[src/rtl/llb_proto_pkg.sv]
// Shared protocol definitions for the LLB link: ASCII framing constants and
// the frame-sequencer state encoding used by both output and input handlers.
package llb_proto_pkg;

  localparam logic [7:0] ASCII_ID = 8'h4C;  // 'L'
  localparam logic [7:0] ASCII_LF = 8'h0A;  // frame terminator

  typedef enum logic [2:0] {
    ST_IDLE,
    ST_ID,
    ST_CMD,
    ST_LEN_HI,
    ST_LEN_LO,
    ST_DATA,
    ST_TERM,
    ST_DONE
  } state_t;

endpackage

[src/rtl/hex_to_ascii.sv]
// Combinational nibble to uppercase ASCII hex character converter.
module hex_to_ascii (
  input  logic [3:0] nibble_i,
  output logic [7:0] ascii_o
);

  // Map 0-9 to '0'-'9' and 10-15 to 'A'-'F'.
  always_comb begin
    // NOTE: every path assigns ascii_o, so no latch is inferred.
    if (nibble_i < 4'd10) begin
      ascii_o = 8'h30 + {4'h0, nibble_i};
    end else begin
      ascii_o = 8'h41 + ({4'h0, nibble_i} - 8'd10);
    end
  end

endmodule

[src/rtl/output_handler.sv]
// Frame serializer: emits ID, command, two length chars, payload hex chars
// and LF as a valid/ready ASCII byte stream. The byte output is named byte_o
// because "byte" is a reserved word in SystemVerilog.
module output_handler
  import llb_proto_pkg::*;
#(
  parameter logic [7:0] ID_CHAR = ASCII_ID,
  parameter int         BUF_W   = 256
) (
  input  logic             clk,
  input  logic             rst,
  input  logic             start,
  input  logic [3:0]       command,
  input  logic [7:0]       data_count,
  input  logic [BUF_W-1:0] buffer,
  output logic [7:0]       byte_o,
  output logic             byte_valid,
  input  logic             byte_ready,
  output logic             busy,
  output logic             done
);

  localparam int MAX_LEN = BUF_W / 4;

  state_t           state_q;
  logic [3:0]       cmd_q;
  logic [7:0]       len_q;
  logic [BUF_W-1:0] buf_q;
  logic [6:0]       cnt_q;
  logic [7:0]       byte_q;
  logic             valid_q;
  logic             busy_q;
  logic             done_q;

  logic [7:0] len_d;
  logic [3:0] nib_d;
  logic [7:0] hex_char;
  logic       xfer;
  logic       last_nib;

  assign xfer     = valid_q && byte_ready;
  assign last_nib = ({1'b0, cnt_q} == (len_q - 8'd1));

  // Clamp the requested nibble count to what the buffer can hold.
  always_comb begin
    len_d = data_count;
    if (int'(data_count) > MAX_LEN) begin
      len_d = 8'(MAX_LEN);
    end
  end

  // Select the nibble whose character is presented after the current byte
  // transfers; the payload buffer shifts left so its top nibble is always next.
  always_comb begin
    nib_d = 4'h0;
    case (state_q)
      ST_ID:     nib_d = cmd_q;
      ST_CMD:    nib_d = len_q[7:4];
      ST_LEN_HI: nib_d = len_q[3:0];
      ST_LEN_LO: nib_d = buf_q[BUF_W-1 -: 4];
      ST_DATA:   nib_d = buf_q[BUF_W-5 -: 4];
      default:   nib_d = 4'h0;
    endcase
  end

  hex_to_ascii u_hex (
    .nibble_i (nib_d),
    .ascii_o  (hex_char)
  );

  // Frame sequencer with registered byte/valid/busy/done outputs.
  always_ff @(posedge clk) begin
    // NOTE: sequential state uses non-blocking assignments so every register
    // samples pre-edge values, independent of statement order.
    if (rst) begin
      state_q <= ST_IDLE;
      cmd_q   <= 4'h0;
      len_q   <= 8'h00;
      // NOTE: the payload latch is a plain register (not a memory), so it is
      // cleared on reset like the rest of the frame context.
      buf_q   <= '0;
      cnt_q   <= 7'd0;
      byte_q  <= 8'h00;
      valid_q <= 1'b0;
      busy_q  <= 1'b0;
      done_q  <= 1'b0;
    end else begin
      done_q <= 1'b0;
      case (state_q)
        ST_IDLE: begin
          if (start) begin
            cmd_q   <= command;
            len_q   <= len_d;
            buf_q   <= buffer;
            cnt_q   <= 7'd0;
            byte_q  <= ID_CHAR;
            valid_q <= 1'b1;
            busy_q  <= 1'b1;
            state_q <= ST_ID;
          end
        end
        ST_ID: begin
          if (xfer) begin
            byte_q  <= hex_char;
            state_q <= ST_CMD;
          end
        end
        ST_CMD: begin
          if (xfer) begin
            byte_q  <= hex_char;
            state_q <= ST_LEN_HI;
          end
        end
        ST_LEN_HI: begin
          if (xfer) begin
            byte_q  <= hex_char;
            state_q <= ST_LEN_LO;
          end
        end
        ST_LEN_LO: begin
          if (xfer) begin
            if (len_q == 8'd0) begin
              byte_q  <= ASCII_LF;
              state_q <= ST_TERM;
            end else begin
              byte_q  <= hex_char;
              state_q <= ST_DATA;
            end
          end
        end
        ST_DATA: begin
          if (xfer) begin
            cnt_q <= cnt_q + 7'd1;
            buf_q <= buf_q << 4;
            if (last_nib) begin
              byte_q  <= ASCII_LF;
              state_q <= ST_TERM;
            end else begin
              byte_q  <= hex_char;
            end
          end
        end
        ST_TERM: begin
          if (xfer) begin
            byte_q  <= 8'h00;
            valid_q <= 1'b0;
            busy_q  <= 1'b0;
            done_q  <= 1'b1;
            state_q <= ST_DONE;
          end
        end
        ST_DONE: begin
          state_q <= ST_IDLE;
        end
        default: begin
          state_q <= ST_IDLE;
        end
      endcase
    end
  end

  assign byte_o     = byte_q;
  assign byte_valid = valid_q;
  assign busy       = busy_q;
  assign done       = done_q;

endmodule

[config.mk]
export PLATFORM = sky130hd
export DESIGN_NAME = output_handler
export DESIGN_NICKNAME = d
export VERILOG_FILES = /design/src/rtl/llb_proto_pkg.sv /design/src/rtl/hex_to_ascii.sv /design/src/rtl/output_handler.sv
export SDC_FILE = /design/constraint.sdc
export NUM_CORES = 1
export LEC_CHECK = 0
export ABC_AREA = 1
export BUFFER_PORTS_ARGS = -buffer_cell sky130_fd_sc_hd__buf_2
export CORE_MARGIN = 2
export CORE_UTILIZATION = 40
export CTS_CLUSTER_DIAMETER = 120
export CTS_CLUSTER_SIZE = 25
export DETAILED_ROUTE_END_ITERATION = 6
export SYNTH_ARGS = -nofsm -noshare
export SYNTH_HDL_FRONTEND = slang
export SYNTH_SLANG_ARGS = --single-unit
[constraint.sdc]
create_clock -name clk -period 2.7 [get_ports clk]
set_input_delay 0.135 -clock clk [delete_from_list [all_inputs] [get_ports clk]]
set_output_delay 0.135 -clock clk [all_outputs]
set_load 0.05 [all_outputs]
* Word level (Yosys, flattened, before mapping)
Index checks and enable logic that the tools add are counted.
** Cells by class
- Add/sub/neg operators :: 5
- $lt $le $gt $ge :: 2
- Eq/ne operators :: 17
- Mux-type cells :: 31
- Bitwise gates (word level) :: 1
- Reductions and logical operators :: 13
** Operators by type and width (number)
- $mux W256 :: 2
- $pmux W256 S2 :: 1
- $mux W8 :: 9
- $pmux W8 S5 :: 1
- $mux W3 :: 8
- $pmux W3 S8 :: 1
- $pmux W4 S5 :: 1
- $ne A2 B2 Y1 const B :: 8
- $mux W7 :: 2
- $pmux W7 S2 :: 1
- $eq A3 B3 Y1 const B :: 4
- $add A7 B8 Y8 const A :: 1
- $eq A7 B8 Y1 :: 1
- $gt A8 B7 Y1 const B :: 1
- $logic_not A8 Y1 :: 1
- $reduce_and A8 Y1 :: 1
- $sub A8 B1 Y8 const B :: 1
- $add A6 B4 Y7 const A :: 1
- $add A7 B1 Y7 const B :: 1
- $eq A3 B2 Y1 const B :: 2
- $reduce_and A3 Y1 :: 2
- $reduce_and A6 Y1 :: 1
- $reduce_bool A5 Y1 :: 1
- $sub A4 B4 Y5 const B :: 1
- 13 further kinds :: 16
** Storage, ports and cells
- Bits in registers :: 288
- Input bits :: 272
- Logic and storage cells :: 77

* Longest topological paths before layout
- Word-level depth :: 8
- Depth in mapped cells :: 18
- Depth with buffers taken out :: 17

* Modules after synthesis
A second synthesis with hierarchy kept.
** Second synthesis, totals
- Cell total of the unflattened synthesis :: 1766
- Area total of the unflattened synthesis :: 12838.6 µm²
** Modules (own cells, without submodules)
- output_handler :: instances 1, cells an instance 1730, area an instance 12630.9 µm²
- hex_to_ascii :: instances 1, cells an instance 36, area an instance 207.7 µm²

* Worst setup path after synthesis
OpenSTA, ideal clock, no wires.
- Kind :: register to register
- From :: reg state_q[1]
- To :: reg byte_q[1], in the netlist byte_o[1]
- Arrival :: 2.492 ns
- Data required time :: 2.568 ns
- Path slack :: 0.076 ns
- Cell stages (with the launch flop) :: 16
- Path buffers :: 1
- Period minus slack after synthesis :: 2.624 ns
- Cells stage by stage :: dfxtp_1 -> inv_2 -> ha_1 -> nand2_1 -> inv_2 -> o21bai_2 -> ha_1 -> inv_1 -> ha_1 -> clkbuf_1 -> inv_1 -> or2_2 -> nand3_1 -> nand3_1 -> nand2_1 -> a21oi_1
** Between the ends
- Cells in the longest elaborated chain, start to end :: 8
- Elaborated cells between the ends (all ways) :: 27
- Those cells by class :: 3 x add/sub; 1 x order compare; 11 x eq/ne; 8 x mux; 4 x reduce/logical
** RTL lines
- from (decl) :: RTL line output_handler.sv:25 : state_t state_q;
- from (signal assigned) :: RTL line output_handler.sv:76 : state_q <= ST_IDLE;
- from (signal assigned) :: RTL line output_handler.sv:99 : state_q <= ST_ID;
- from (signal assigned) :: RTL line output_handler.sv:105 : state_q <= ST_CMD;
- $eq A3 B3 Y1 (tied with other cells) :: RTL line output_handler.sv:56, output_handler.sv:89
- $pmux W4 S5 :: RTL line output_handler.sv:56 : case (state_q)
- $sub A4 B4 Y5 :: RTL line hex_to_ascii.sv:13 : ascii_o = 8'h41 + ({4'h0, nibble_i} - 8'd10);
- $add A7 B8 Y8 :: RTL line hex_to_ascii.sv:13
- $mux W8 :: RTL line hex_to_ascii.sv:10 : if (nibble_i < 4'd10) begin
- $mux W8 (on tied branches) :: RTL line output_handler.sv:135, output_handler.sv:122
- $mux W8 (on tied branches) :: RTL line output_handler.sv:132, output_handler.sv:121
- $pmux W8 S5 :: RTL line output_handler.sv:89 : case (state_q)
- to (signal assigned) :: RTL line output_handler.sv:104 : byte_q <= hex_char;
- to (signal assigned) :: RTL line output_handler.sv:126 : byte_q <= hex_char;
- to (signal assigned) :: RTL line output_handler.sv:139 : byte_q <= hex_char;
- to (decl) :: RTL line output_handler.sv:30 : logic [7:0] byte_q;
Parallel ways exist; a longest one is shown, timed or not. The select of a mux whose other input is x is not followed.
A chain may end at the register's enable or synchronous reset.

* Final worst setup path
- From :: reg state_q[2]
- To :: reg len_q[4]
** Between the ends
- Cells in the longest elaborated chain, start to end :: 2
** RTL lines
- $logic_not A3 Y1 :: RTL line output_handler.sv:89
- $reduce_and A2 Y1 (no line)
- to (signal assigned) :: RTL line output_handler.sv:93 : len_q <= len_d;
- to (decl) :: RTL line output_handler.sv:27 : logic [7:0] len_q;
No other way between the ends.

==> impl_summary.md <==
Logic synthesis
The flip-flop and latch count after synthesis is 287. In this run, distinct cell masters in the synthesized netlist total 41. The number of nets handed over by synthesis was 2026. The share of flip-flops with an asynchronous set or reset is 0%. The netlist area before placement is 12670 um^2.

Summing the sequential cell areas from Yosys gives 45.34% of the chip area. The number of flops mapped to enable cells by yosys is 0. In the synthesized netlist, the number of instances is 1745.

The predominant post-synthesis flop cell is sky130_fd_sc_hd__dfxtp_1. The Yosys step of the flow raised 0 warnings. After synthesis, the mean cell area works out to 7.263 um^2.

Die
After floorplanning, the core was divided into 65 placement rows. The vertical die dimension is 182 um. The floorplan step defined a die boundary enclosing 33120 um^2. The core region is 31390 um^2. The chip width is 182 um. For this configuration, the core starts out at a cell density of 40.37%. During I/O placement, the number of pins put on the boundary was 283.

Critical path
Measured in cells, the most critical reg-to-reg path has a length of 9. The critical register-to-register path endpoint is len_q[4]. The maximum fanout along the worst path is 17.

For this design, the slowest cell found on the critical path is sky130_fd_sc_hd__dlygate4sd3_1. The delay of the slowest cell on the worst path is 0.57 ns. STA classifies the critical path endpoint as a register.

The worst setup path is of the register to register kind. For the worst setup path, the data required time is 3.13 ns. The register-to-register setup slack is 0.25 ns. The data arrival time at the worst-slack endpoint is 2.88 ns. Among cell families on the critical path, the largest total delay comes from buffers and inverters.

STA classifies the critical path startpoint as a register. The total buffers and inverters traversed by the critical path is 3. The beginning of the worst register-to-register path is state_q[2]. The signal on the critical path passes through clkinvlp_4 -> nand2_2 -> or2_1 -> nand2_4 -> nor2_4 -> buf_4 -> nand4_1 -> dlygate4sd3_1 -> o21ai_1.

GRT
The initial antenna violation count is 2. The global-route wire length before repair is 64360 um. The overflow left after global routing is 0. For this run, the total global-route usage over all layers was measured as 23.01%. The via count of the first global-routing pass came to 12920. Entering global routing, the biggest net connects 109 pins.

Drt
The detailed-router iteration count before antenna repair is 5. Once detail routing completed, the nets flagged for antenna violations numbered 0. For this block, the initial DRC count from the detailed router was 1083.

The final layout contains routed wiring with a total length of 39660 um. For this run, design rule violations remaining after detail routing come to 0. The routed length per placed instance is 15.26 um. The final route contains 13580 vias. In the routed layout, each cell is associated on average with a via count of 5.228.

CTS
TritonCTS built the clock tree. The buffer cell driving the clock tree root is sky130_fd_sc_hd__clkbuf_16. For this design, the sink count on the clock tree is 287. The number of buffers created by CTS is 15. Clock-pin slew was measured on the worst setup and hold paths at 0.10 ns. The maximum count of clock buffers along a single path is 3. In this run the number of H-tree levels came out at 1.

The clock insertion delay at the later pin of the skew report is 0.50 ns.

Cells and area
For this run, the post-layout net count is 2475. The share of post-route cells with drive strength above 1 is 16.04%. The area used by sequential logic in the layout is 5748 um^2. The area growth from synthesis to layout is 36.97%. The number of fillers in the final layout is 2933. Summing all multi-input logic gate instances after layout gives 6042 um^2.

STA
Setup total negative slack on the finished layout was measured at 0 ns. Static timing analysis puts the maximum clock frequency at 407.8 MHz. The remaining max-slew budget at the tightest pin is 25.05%.

Setup repair after global routing left no endpoint under its margin. Setup violations remaining at the end of the flow were counted as 0. The final hold violation count is 0. The post-route minimum period is 2.452 ns.

The final worst-path cycle share is 90.83%. The clock arrives with 0.01793 ns of skew. At the pin with the least slew margin, the transition time is 1.124 ns. The max-slew violation count was 0.

Pwr
The leakage dissipation is 7.410 nW. The total power draw is 16.93 mW. The power density relative to cell area is 975.1 nW/um^2.

Across the VDD grid, the largest voltage drop is 0.7002 mV.

Min path
The worst hold path begins at data_count[7]. The path with the worst hold slack has its endpoint at len_q[0]. The hold path depth is 4. The tightest min-delay check is of the input port to register type.

Placed design
Detailed placement finished with a half-perimeter wire length of 23750 um. The number of I/O port buffers is 281. The congestion estimate from routability-driven global placement came to 0.8823.

Run
The max-cap check violation count is 0.

Run status
The run finished with clean final reports.
logic make-up (layout without fill, tap and decap cells):
kind of cell	count (synthesis)	count (layout)	synth area share (%)
xor+xnor	5	5	0.3455
compound gates	551	551	24.51
fa+ha+maj	9	9	0.8886
simple gates	696	696	21.90
flops	287	287	45.34
buf+inv	196	645	6.990
other cells	1	3	0.02959
timing repair:
action	in CTS	in global routing
hold endpoints to repair	267	0
endpoints found under the setup margin	0	4
hold buffers	270	0
gates resized for setup	0	3
buffers inserted	0	2
cells in the final DEF (no fill, tap or decap), types with 4 or more instances in the layout:
master / instances
sky130_fd_sc_hd__nor3_1: 6
sky130_fd_sc_hd__ha_1: 9
sky130_fd_sc_hd__buf_4: 20
sky130_fd_sc_hd__o21ai_1: 139
sky130_fd_sc_hd__nand2_1: 597
sky130_fd_sc_hd__buf_2: 281
sky130_fd_sc_hd__a21oi_1: 19
sky130_fd_sc_hd__nand3_1: 36
sky130_fd_sc_hd__nor2_1: 35
sky130_fd_sc_hd__a31oi_1: 252
sky130_fd_sc_hd__inv_2: 4
sky130_fd_sc_hd__buf_12: 10
sky130_fd_sc_hd__dlygate4sd3_1: 270
sky130_fd_sc_hd__nand4_1: 7
sky130_fd_sc_hd__inv_1: 38
sky130_fd_sc_hd__xor2_1: 5
sky130_fd_sc_hd__o22ai_1: 6
sky130_fd_sc_hd__o21ai_0: 127
sky130_fd_sc_hd__clkbuf_16: 15
sky130_fd_sc_hd__dfxtp_1: 285
worst register-to-register path, cell delays in order, from the launching register on:
cell	delay [ns]
sky130_fd_sc_hd__dfxtp_2	0.43
sky130_fd_sc_hd__clkinvlp_4	0.23
sky130_fd_sc_hd__nand2_2	0.15
sky130_fd_sc_hd__or2_1	0.18
sky130_fd_sc_hd__nand2_4	0.19
sky130_fd_sc_hd__nor2_4	0.24
sky130_fd_sc_hd__buf_4	0.22
sky130_fd_sc_hd__nand4_1	0.10
sky130_fd_sc_hd__dlygate4sd3_1	0.57
sky130_fd_sc_hd__o21ai_1	0.08
sequential cells by signal, indices dropped and copies added (netlist names):
name and count:
buf_q 256, cnt_q 7, done 1, len_q 8, state_q 3, busy 1, cmd_q 4, byte_o 7
synth_stat cells (all sizes together) (4+ instances only):
cell / instances / area [um^2]
nor3: 7 / 40.04
dfxtp: 287 / 5746
nand2: 600 / 2265
nor3b: 4 / 45.05
nand3: 37 / 197.7
o21ai: 267 / 1340
inv: 45 / 171.4
clkbuf: 82 / 307.8
nor2: 38 / 165.2
buf: 67 / 397.9
xor2: 5 / 43.79
a21oi: 19 / 95.09
ha: 9 / 112.6
o22ai: 6 / 37.54
a31oi: 252 / 1577
nand4: 7 / 43.79
layout make-up:
type	count	share of cell area, %
clock inverters	1	0.09370
diodes	2	0.02883
well taps	402	2.898
repair buffers	581	25.69
inverters	47	1.189
multi-input cells	1262	34.81
flip-flops and latches	287	33.11
clock buffers	16	2.184
through the flow:
stage	cell area [um^2]	utilization (%)	hold slack [ns]	setup slack, ns	instances
6_report	17360	55.30	0.08271	0.2477	2598
5_1_grt	17360	55.30	0.09108	0.08015	2598
4_1_cts	17330	55.21	0.05905	0.1159	2594
3_5_place_dp	14230	45.34	0.3627	0.1404	2307
3_3_place_gp	14230	45.34	0.3660	0.2307	2307
2_1_floorplan	12670	-	0.2699	0.07593	1745
per-layer routing:
| layer | vias to the layer above | track usage, % | wire length [um] |
|---|---|---|---|
| met5 | - | 0 | 0 |
| li1 | 6873 | - | - |
| met2 | 433 | 37.80 | 18400 |
| met4 | 0 | 6.548 | 984 |
| met3 | 73 | 3.209 | 2057 |
| met1 | 6204 | 31.58 | 18210 |
where the power goes:
group / switching, mW / internal (mW)
combinational: 4.80 / 2.78
clock: 1.40 / 1.02
sequential: 0.927 / 5.99
total: 7.13 / 9.79
how the worst max path moves through the flow:
| stage | startpoint | end | cells past startpoint |
|---|---|---|---|
| 6_report | state_q[2] | len_q[4] | 9 |
| 5_1_grt | state_q[2] | byte_o[4] | 15 |
| 4_1_cts | state_q[0] | byte_o[4] | 14 |
| 3_5_place_dp | state_q[0] | byte_o[1] | 14 |
| 3_3_place_gp | state_q[0] | byte_o[1] | 14 |
| 2_1_floorplan | state_q[1] | byte_o[1] | 15 |
Power figures use the tool's default switching activity.
